<file path="config.mk">
export PLATFORM = sky130hd
export DESIGN_NAME = bus_cycle_terminator
export DESIGN_NICKNAME = d
export VERILOG_FILES = /design/src/rtl/bus_pkg.sv /design/src/rtl/bus_watchdog.sv /design/src/rtl/bus_cycle_terminator.sv
export SDC_FILE = /design/constraint.sdc
export NUM_CORES = 1
export LEC_CHECK = 0
export CORE_MARGIN = 2
export CORE_UTILIZATION = 47
export DETAILED_ROUTE_END_ITERATION = 10
export GPL_TIMING_DRIVEN = 1
export PLACE_DENSITY = 0.78
export SETUP_SLACK_MARGIN = 0.2
export SLEW_MARGIN = 40
export SYNTH_ARGS = -nofsm -noshare
export SYNTH_HDL_FRONTEND = slang
export SYNTH_SLANG_ARGS = --single-unit
</file>
<file path="constraint.sdc">
create_clock -name CLK -period 6.1 [get_ports CLK]
set_clock_uncertainty 0.15 [all_clocks]
set_input_delay 0.61 -clock CLK [delete_from_list [all_inputs] [get_ports CLK]]
set_output_delay 0.61 -clock CLK [all_outputs]
set_load 0.005 [all_outputs]
</file>
<file path="src/rtl/bus_pkg.sv">
// Shared types for the 68030 bus-cycle terminator: FSM states, termination kinds,
// port-size codes and the DSACK encoding helper.
package bus_pkg;

  typedef enum logic [2:0] {
    ST_IDLE,
    ST_WAIT,
    ST_EXT,
    ST_ACK,
    ST_FAULT,
    ST_HOLD
  } bus_state_e;

  typedef enum logic [1:0] {
    TERM_NONE,
    TERM_DSACK,
    TERM_AVEC,
    TERM_VEC
  } term_kind_e;

  localparam logic [1:0] PORT_32  = 2'd0;
  localparam logic [1:0] PORT_8   = 2'd1;
  localparam logic [1:0] PORT_16  = 2'd2;
  localparam logic [1:0] PORT_EXT = 2'd3;

  // Returns {DSACK1_n, DSACK0_n} for a locally terminated port size.
  function automatic logic [1:0] dsack_pair(input logic [1:0] port);
    case (port)
      PORT_32: return 2'b00;
      PORT_8:  return 2'b10;
      PORT_16: return 2'b01;
      default: return 2'b11;
    endcase
  endfunction

endpackage

</file>
<file path="src/rtl/bus_watchdog.sv">
// Loadable down-counter with clear and enable; o_expire is high while enabled at zero.
module bus_watchdog #(
  parameter int W = 8
) (
  input  logic         i_clk,
  input  logic         i_rst_n,
  input  logic         i_clr,
  input  logic         i_load,
  input  logic [W-1:0] i_load_val,
  input  logic         i_en,
  output logic         o_expire
);

  logic [W-1:0] r_cnt;

  always_ff @(posedge i_clk or negedge i_rst_n) begin
    if (!i_rst_n) begin
      r_cnt <= '0;
    end else if (i_load) begin
      r_cnt <= i_load_val;
    end else if (i_clr) begin
      r_cnt <= '0;
    end else if (i_en && (r_cnt != '0)) begin
      r_cnt <= r_cnt - 1'b1;
    end
  end

  assign o_expire = i_en && (r_cnt == '0);

endmodule

</file>
<file path="src/rtl/bus_cycle_terminator.sv">
// Terminates 68030 async bus cycles (DSACK/AVEC/BERR) from one registered FSM.
// Define BUS_WATCHDOG_EN to include the bus-error watchdog and TIMEOUT_STB.
module bus_cycle_terminator
  import bus_pkg::*;
#(
  parameter int                          N_REGIONS   = 8,
  parameter int                          WS_W        = 4,
  parameter logic [N_REGIONS*WS_W-1:0]   REGION_WS   = '0,
  parameter logic [N_REGIONS*2-1:0]      REGION_PORT = '0,
  parameter int                          AVEC_WS     = 1,
  parameter int                          TIMEOUT     = 255,
  parameter int                          TO_W        = $clog2(TIMEOUT + 1)
) (
  input  logic                 CLK,
  input  logic                 RST_n,
  input  logic                 AS_n,
  input  logic [N_REGIONS-1:0] SEL_n,
  input  logic [N_REGIONS-1:0] EXT_DSACK0_n,
  input  logic [N_REGIONS-1:0] EXT_DSACK1_n,
  input  logic                 IACK_n,
  input  logic                 IACK_VEC_n,
  input  logic                 VEC_DSACK0_n,
  output logic                 DSACK0_n,
  output logic                 DSACK1_n,
  output logic                 AVEC_n,
  output logic                 BERR_n,
  output logic                 BUSY,
  output logic                 TIMEOUT_STB,
  output bus_state_e           o_dbg_state
);

  localparam int IDX_W = (N_REGIONS > 1) ? $clog2(N_REGIONS) : 1;

  bus_state_e       r_state, w_state_d;
  term_kind_e       r_kind, w_kind_d;
  logic [IDX_W-1:0] r_idx, w_idx_d, w_sel_idx;
  logic [1:0]       r_port, w_port_d;
  logic [WS_W-1:0]  r_ws_cnt, w_cnt_d;
  logic [4:0]       w_sel_cnt;
  logic             r_dsack0_n, r_dsack1_n, r_avec_n, r_berr_n, r_to_stb;
  logic             w_dsack0_d, w_dsack1_d, w_avec_d, w_berr_d, w_to_stb_d;
  logic             w_expire;

  always_comb begin
    w_sel_cnt = '0;
    w_sel_idx = '0;
    for (int i = 0; i < N_REGIONS; i++) begin
      if (!SEL_n[i]) begin
        w_sel_cnt = w_sel_cnt + 5'd1;
        w_sel_idx = IDX_W'(i);
      end
    end
  end

`ifdef BUS_WATCHDOG_EN
  logic w_wd_en, w_wd_load;
  assign w_wd_en   = (r_state == ST_WAIT) || (r_state == ST_EXT);
  assign w_wd_load = (r_state == ST_IDLE) && !AS_n;

  // Loaded with TIMEOUT-1 so expiry lands exactly TIMEOUT clocks after cycle start.
  bus_watchdog #(.W(TO_W)) u_watchdog (
    .i_clk      (CLK),
    .i_rst_n    (RST_n),
    .i_clr      (!w_wd_en),
    .i_load     (w_wd_load),
    .i_load_val (TO_W'(TIMEOUT - 1)),
    .i_en       (w_wd_en),
    .o_expire   (w_expire)
  );
`else
  assign w_expire = 1'b0;
`endif

  always_comb begin
    w_state_d  = r_state;
    w_kind_d   = r_kind;
    w_idx_d    = r_idx;
    w_port_d   = r_port;
    w_cnt_d    = r_ws_cnt;
    w_to_stb_d = 1'b0;
    case (r_state)
      ST_IDLE: begin
        if (!AS_n) begin
          if (w_sel_cnt > 5'd1) begin
            w_state_d = ST_FAULT;
          end else if (!IACK_n && !IACK_VEC_n) begin
            w_state_d = ST_EXT;
            w_kind_d  = TERM_VEC;
          end else if (!IACK_n) begin
            w_state_d = ST_WAIT;
            w_kind_d  = TERM_AVEC;
            w_cnt_d   = WS_W'(AVEC_WS);
          end else if (w_sel_cnt == 5'd1) begin
            w_idx_d  = w_sel_idx;
            w_kind_d = TERM_DSACK;
            w_port_d = REGION_PORT[w_sel_idx*2 +: 2];
            if (w_port_d == PORT_EXT) begin
              w_state_d = ST_EXT;
            end else begin
              w_state_d = ST_WAIT;
              w_cnt_d   = REGION_WS[w_sel_idx*WS_W +: WS_W];
            end
          end else begin
            w_state_d = ST_WAIT;
            w_kind_d  = TERM_NONE;
            w_cnt_d   = '0;
          end
        end
      end
      ST_WAIT: begin
        // A local terminator wins a tie with the watchdog.
        if (AS_n) begin
          w_state_d = ST_HOLD;
        end else if ((r_ws_cnt == '0) && (r_kind != TERM_NONE)) begin
          w_state_d = ST_ACK;
        end else if (w_expire) begin
          w_state_d  = ST_FAULT;
          w_to_stb_d = 1'b1;
        end else if (r_ws_cnt != '0) begin
          w_cnt_d = r_ws_cnt - 1'b1;
        end
      end
      ST_EXT: begin
        if (AS_n) begin
          w_state_d = ST_HOLD;
        end else if (w_expire) begin
          w_state_d  = ST_FAULT;
          w_to_stb_d = 1'b1;
        end
      end
      ST_ACK, ST_FAULT: begin
        if (AS_n) w_state_d = ST_HOLD;
      end
      ST_HOLD: w_state_d = ST_IDLE;
      default: w_state_d = ST_IDLE;
    endcase

    w_dsack1_d = 1'b1;
    w_dsack0_d = 1'b1;
    w_avec_d   = 1'b1;
    w_berr_d   = 1'b1;
    if (w_state_d == ST_ACK) begin
      if (w_kind_d == TERM_AVEC) w_avec_d = 1'b0;
      else {w_dsack1_d, w_dsack0_d} = dsack_pair(w_port_d);
    end
    if (w_state_d == ST_FAULT) w_berr_d = 1'b0;
  end

  always_ff @(posedge CLK or negedge RST_n) begin
    if (!RST_n) begin
      r_state    <= ST_IDLE;
      r_kind     <= TERM_NONE;
      r_idx      <= '0;
      r_port     <= PORT_32;
      r_ws_cnt   <= '0;
      r_dsack0_n <= 1'b1;
      r_dsack1_n <= 1'b1;
      r_avec_n   <= 1'b1;
      r_berr_n   <= 1'b1;
      r_to_stb   <= 1'b0;
    end else begin
      r_state    <= w_state_d;
      r_kind     <= w_kind_d;
      r_idx      <= w_idx_d;
      r_port     <= w_port_d;
      r_ws_cnt   <= w_cnt_d;
      r_dsack0_n <= w_dsack0_d;
      r_dsack1_n <= w_dsack1_d;
      r_avec_n   <= w_avec_d;
      r_berr_n   <= w_berr_d;
      r_to_stb   <= w_to_stb_d;
    end
  end

  // EXT forwards the acknowledging device's pins straight through.
  assign DSACK0_n    = (r_state == ST_EXT) ?
                       ((r_kind == TERM_VEC) ? VEC_DSACK0_n : EXT_DSACK0_n[r_idx]) : r_dsack0_n;
  assign DSACK1_n    = (r_state == ST_EXT) ?
                       ((r_kind == TERM_VEC) ? 1'b1 : EXT_DSACK1_n[r_idx]) : r_dsack1_n;
  assign AVEC_n      = r_avec_n;
  assign BERR_n      = r_berr_n;
  assign BUSY        = (r_state != ST_IDLE);
  assign TIMEOUT_STB = r_to_stb;
  assign o_dbg_state = r_state;

endmodule

</file>
# Yosys cells after proc, flatten, opt, wreduce, memory -nomap -nowiden

Index checks and enable logic that the tools add are counted.

Register bits after elaboration: 18
Bits of input ports: 30

Add/subtract/negate cells: 8
Magnitude comparators: 2
Equality and inequality tests: 19
Shift-type cells: 2
Multiplexer cells: 63
Bitwise logic cells: 3
Reductions and logical operators: 14

Operators with widths:

| operator                  | number |
|---|---|
| $mux W3                   | 14 |
| $mux W4                   | 9 |
| $add A5 B1 Y5 const B     | 7 |
| $mux W5                   | 7 |
| $shiftx A32 B6 Y4 const A | 1 |
| $mux W2                   | 12 |
| $mux W1                   | 16 |
| $shiftx A16 B5 Y2 const A | 1 |
| $ne A2 B2 Y1 const B      | 6 |
| $eq A3 B2 Y1 const B      | 3 |
| $pmux W3 S3               | 1 |
| $eq A2 B2 Y1 const B      | 4 |
| $pmux W4 S2               | 1 |
| $reduce_and A8 Y1         | 1 |
| $bmux W1 S3               | 2 |
| $eq A3 B3 Y1 const B      | 2 |
| $pmux W2 S3               | 1 |
| $reduce_and A6 Y1         | 1 |
| $eq A5 B1 Y1 const B      | 1 |
| $gt A5 B1 Y1 const B      | 1 |
| $logic_not A4 Y1          | 1 |
| $lt A3 B4 Y1 const B      | 1 |
| $ne A4 B4 Y1 const B      | 1 |
| $reduce_bool A2 Y1        | 2 |
| other kinds (11)          | 15 |

# Logic depth before layout (Yosys ltp)

Gate-level depths: netlist of run 1.

Depth after elaboration: 26
Depth in mapped cells: 23

# Least setup slack after synthesis of run 1

Ideal clock, no wire load.

Path type: input port to flip-flop
Start point: input port SEL_n[0]
End point: register r_idx[0]
Library setup time: 125 ps
Arrival: 4954 ps
Data required time: 5825 ps
Slack: 871 ps
Stages on the path: 22
Buffers on the path: 2
Cell sequence: inv_1 ha_1 buf_6 xnor2_4 ha_1 nor2_1 a211o_1 a32oi_1 o32a_1 a21oi_1 a21oi_1 ha_1 a2bb2oi_1 nand2_1 ha_1 xnor3_1 or3_1 a22oi_1 nand3_2 or3_1 buf_6 mux2_4

Word-level cells in the longest chain between the ends: 18

Ends and longest elaborated chain:

| element                         | RTL line                    | RTL |
|---|---|---|
| start: declaration              | bus_cycle_terminator.sv:17  | `input logic [N_REGIONS-1:0] SEL_n,` |
| $mux W1 (*)                     | bus_cycle_terminator.sv:48  | `if (!SEL_n[i]) begin` |
| $add A5 B1 Y5                   | bus_cycle_terminator.sv:49  | `w_sel_cnt = w_sel_cnt + 5'd1;` |
| $mux W5 (*)                     | bus_cycle_terminator.sv:48  |  |
| $add A5 B1 Y5                   | bus_cycle_terminator.sv:49  |  |
| $mux W5 (*)                     | bus_cycle_terminator.sv:48  |  |
| $add A5 B1 Y5                   | bus_cycle_terminator.sv:49  |  |
| $mux W5 (*)                     | bus_cycle_terminator.sv:48  |  |
| $add A5 B1 Y5                   | bus_cycle_terminator.sv:49  |  |
| (+2 left out)                   | -                           |  |
| $mux W5 (*)                     | bus_cycle_terminator.sv:48  |  |
| $add A5 B1 Y5                   | bus_cycle_terminator.sv:49  |  |
| $mux W5 (*)                     | bus_cycle_terminator.sv:48  |  |
| $add A5 B1 Y5                   | bus_cycle_terminator.sv:49  |  |
| $mux W5 (*)                     | bus_cycle_terminator.sv:48  |  |
| $gt A5 B1 Y1                    | bus_cycle_terminator.sv:84  | `if (w_sel_cnt > 5'd1) begin` |
| $not A1 Y1 (no line)            | -                           |  |
| $reduce_and A6 Y1 (no line) (*) | -                           |  |
| end signal: assignment          | bus_cycle_terminator.sv:164 | `r_idx <= w_idx_d;` |
| end: declaration                | bus_cycle_terminator.sv:36  | `logic [IDX_W-1:0] r_idx, w_idx_d, w_sel_idx;` |

Every way passes the cells marked *; elsewhere a longest branch is shown, timed or not.
A chain may end at the register's enable or synchronous reset.

# Final worst setup path of run 1

Start point: input port SEL_n[1]
End point: register r_idx[0]

Word-level cells in the longest chain between the ends: 16

Ends and longest elaborated chain:

| element                     | RTL line |
|---|---|
| $mux W5                     | bus_cycle_terminator.sv:48 |
| $add A5 B1 Y5               | bus_cycle_terminator.sv:49 |
| $mux W5                     | bus_cycle_terminator.sv:48 |
| $add A5 B1 Y5               | bus_cycle_terminator.sv:49 |
| $mux W5                     | bus_cycle_terminator.sv:48 |
| $add A5 B1 Y5               | bus_cycle_terminator.sv:49 |
| $mux W5                     | bus_cycle_terminator.sv:48 |
| $add A5 B1 Y5               | bus_cycle_terminator.sv:49 |
| $mux W5                     | bus_cycle_terminator.sv:48 |
| $add A5 B1 Y5               | bus_cycle_terminator.sv:49 |
| $mux W5                     | bus_cycle_terminator.sv:48 |
| $add A5 B1 Y5               | bus_cycle_terminator.sv:49 |
| $mux W5                     | bus_cycle_terminator.sv:48 |
| $gt A5 B1 Y1                | bus_cycle_terminator.sv:84 |
| $not A1 Y1 (no line)        | - |
| $reduce_and A6 Y1 (no line) | - |

Parallel ways exist; a longest one is shown, timed or not.

==> impl_results.md, run 1 <==
* Status: finished clean
* Skew-Pair Late Insertion Delay at 0.25 ns
* Fin Setup TNS at 0 ns
* RSZ-0062 raised after global routing: no
* Antenna viol nets, final at 0
* CTS tree: built
* Synth async-reset ratio at 100.0%
* Seq cells post-synth at 18
* Clock buffer count from CTS at 3
* PD cells at between 200 and 300 mW/mm^2
* Hold Crit Class: input port to asynchronous set/reset pin
* Crit path kind: input port to register
* Lkg Pwr at 0.9918 nW
* DPL Wire Length at roughly 3200 um
* Max IR drop VDD at 100.6 uV
* Period utilization at between 90% and 100%
* Max-slew violations at 0
* Mapped Cells at 223
* First-pass DRT Iterations at 4
* Critical path origin: SEL_n[1]
* Initial DRC Count at 85
* Post-DP Area at 0.002303 sq mm
* Die Area at 0.004594 sq mm
* Worst R2R Start: o_dbg_state[2]$_DFF_PN0_
* Min Tclk post-route at about 5.6 ns
* Synth-to-layout area growth at 23.04%
* Vias in the first global route at 1555
* Htree depth at 1
* Most common cell after layout, fill and taps aside: clkdlybuf4s50_1
* Number of flops mapped to enable cells by yosys at 0
* Initial antenna violation count at 0
* Clock Sinks at 18
* Mean Syn Cell Area at 8.573 sq um
* Largest net degree at the start of global routing at 19
* Die width at 67.78 um
* Placer Congestion at around 0.95
* GRT Total Usage at 18.72%
* Prevailing post-synth register cell: dfrtp_1
* Syn. warnings at 0
* Fmax at 0.1784 GHz
* Setup crit end kind: register
* DIE HEIGHT at a little under 70 um
* Distinct cells, synth at 63
* WL/cell at roughly 13 um
* Largest cells by area after synthesis: dfrtp_1 (18%), ha_1 (6.5%), dfstp_2 (5.5%), mux4_2 (4.7%), nand2_1 (3.7%)
* Core footprint at 0.003971 sq mm
* Worst-path clk slew at 0.07 ns
* Post-synth top area cell: dfrtp_1
* DRC violations left at 0
* Clock buffer depth at 2
* Max-Cap Viols at 0
* Setup violations, final at 0
* Critical Path Start Type: input port
* Initial Util at about half
* Total congestion overflow at 0
* Antenna cells at 0
* Filler Cell Count at 361
* CTS hold repair buffers at 0
* Area fraction of the dominant cell type after synthesis at 18.32%
* Area occupied by multi-input gates at 0.001338 sq mm
* I/O pins at 39
* Final Hold Violating Endpoints at 0
* First-pass GRT wire length at 6658 um
* Non-Filler Cell Area, Final at 0.002352 sq mm
* Mapped cell area at 0.001912 sq mm
* Worst-margin pin slew at between 0.4 and 0.5 ns
* Postcts setup bufs at 0
* Vias at 1735
* Data arrival time of the worst path at 5.59 ns
* Storage cell area at 455.4 sq um
* Syn_nets at 263
* Clock root buffer: clkbuf_8
* Commonest non-fill, non-tap cells in the layout: clkdlybuf4s50_1 (36), nand2_1 (19), inv_1 (15), nor2_1 (14), dfrtp_1 (14)
* Register area share after synthesis at about a quarter
* Post-cts resize count at 0
* Num rows at 23
* Final nets at between 200 and 300
* IO buf count at 37
* WL final at 4127 um
* Worst Path Max Fanout at 7
* CP Data Required Time at 6.09 ns
* Post-DR vias/cell at 5.670
* Relative slew slack at approximately two thirds
* Layout cells sized above 1 at 11.33%
per-layer routing:
layer | vias up | GRT usage, % | wire, um
li1 | 879 | - | -
met1 | 793 | 22.31 | 1823
met2 | 53 | 33.09 | 1910
met3 | 10 | 3.500 | 287
met4 | 0 | 7.250 | 106
met5 | - | 0 | 0
state kept, by name, indices dropped and copies added (netlist names):
name and flops:
r_idx 3, BERR_n 1, r_ws_cnt 4, AVEC_n 1
r_dsack0_n 1, r_kind 2, r_port 2, r_dsack1_n 1
o_dbg_state 3
synth_stat cells, types with 5 or more instances:
| master | n |
|---|---|
| nor2_1 | 14 |
| inv_1 | 15 |
| ha_1 | 10 |
| nor2b_1 | 6 |
| nand2_1 | 19 |
| nor3_1 | 7 |
| or3_1 | 5 |
| dfrtp_1 | 14 |
| nand2b_1 | 6 |
| nand3_1 | 5 |
| mux2i_1 | 6 |
| o21ai_0 | 10 |
| a21oi_1 | 13 |
| xnor2_1 | 5 |
through the flow:
step                      total power, mW  worst slack (ns)  hold slack (ns)  utilization, %  instances
after global placement             0.5589            0.1063           0.2996           58.00        303
final                              0.6500            0.4949           0.1197           59.23        306
after global routing               0.7032            0.2047           0.1503           59.23        306
after detailed placement           0.5669          0.007219           0.3083           58.00        303
after CTS                          0.6501            0.2381           0.3269           59.04        306
after floorplan                    0.4619            0.8712           0.1644               -        223
area by class of cell:
| class | count | share of cell area (%) |
|---|---|---|
| Inverter | 16 | 2.553 |
| Sequential cell | 18 | 19.36 |
| Timing Repair Buffer | 41 | 16.81 |
| Multi-Input combinational cell | 178 | 56.86 |
| Tap cell | 50 | 2.660 |
| Clock buffer | 3 | 1.755 |
cells by family (layout without fill, tap and decap cells):
family                     count (synthesis)  after routing  share of synthesized area [%]
and+or+nand+nor                           79             79                          21.34
buffers and inverters                     27             60                          6.871
AOI/OAI and AO/OA                         60             60                          21.40
muxes                                     15             15                          11.39
xor gates and xnor gates                  13             13                          8.442
DFF                                       18             18                          23.82
other                                      1              1                         0.1961
adders and majority gates                 10             10                          6.545
power by group:
part / leakage, nW / switching [mW] / internal, mW
Sequential: 0.220 / 0.0446 / 0.160
Combinational: 0.751 / 0.170 / 0.195
Clock: 0.0216 / 0.0371 / 0.0439
Total: 0.992 / 0.252 / 0.398
worst paths after layout:
kind	cells after the start	slack, ns	endpoint
min in group CLK	2	0.32	r_dsack1_n$_DFF_PN1_
min	1	0.12	o_dbg_state[1]$_DFF_PN0_
max reg2reg	7	3.96	r_ws_cnt[3]$_DFFE_PN0P_
max in group asynchronous	1	5.36	r_dsack0_n$_DFF_PN1_
max	21	0.49	r_idx[0]$_DFFE_PN0P_
min reg2reg	2	0.32	r_dsack1_n$_DFF_PN1_
worst max-delay path, stage by stage:
cell	delay [ns]
clkdlybuf4s50_1	0.50
inv_1	0.09
ha_2	0.44
xnor2_4	0.12
ha_1	0.37
nor2_1	0.06
a211o_1	0.28
a32oi_1	0.21
o32a_1	0.19
a21oi_1	0.07
a21oi_1	0.14
ha_1	0.25
a2bb2oi_1	0.21
nand2_1	0.08
ha_1	0.22
xnor3_1	0.36
or3_1	0.33
a22oi_2	0.19
nand3_2	0.16
or3_4	0.40
mux2_4	0.31
Power figures use the tool's default switching activity.
==> run 2, diff against run 1 <==
--- a/config.mk
+++ b/config.mk
@@ -7,6 +7,7 @@
 export LEC_CHECK = 0
 export CORE_MARGIN = 2
 export CORE_UTILIZATION = 47
+export CTS_BUF_LIST = sky130_fd_sc_hd__clkbuf_8
 export DETAILED_ROUTE_END_ITERATION = 10
 export GPL_TIMING_DRIVEN = 1
 export PLACE_DENSITY = 0.78
==> results of run 2 <==
No change in the layout: final DEF, timing and power equal those of run 1.
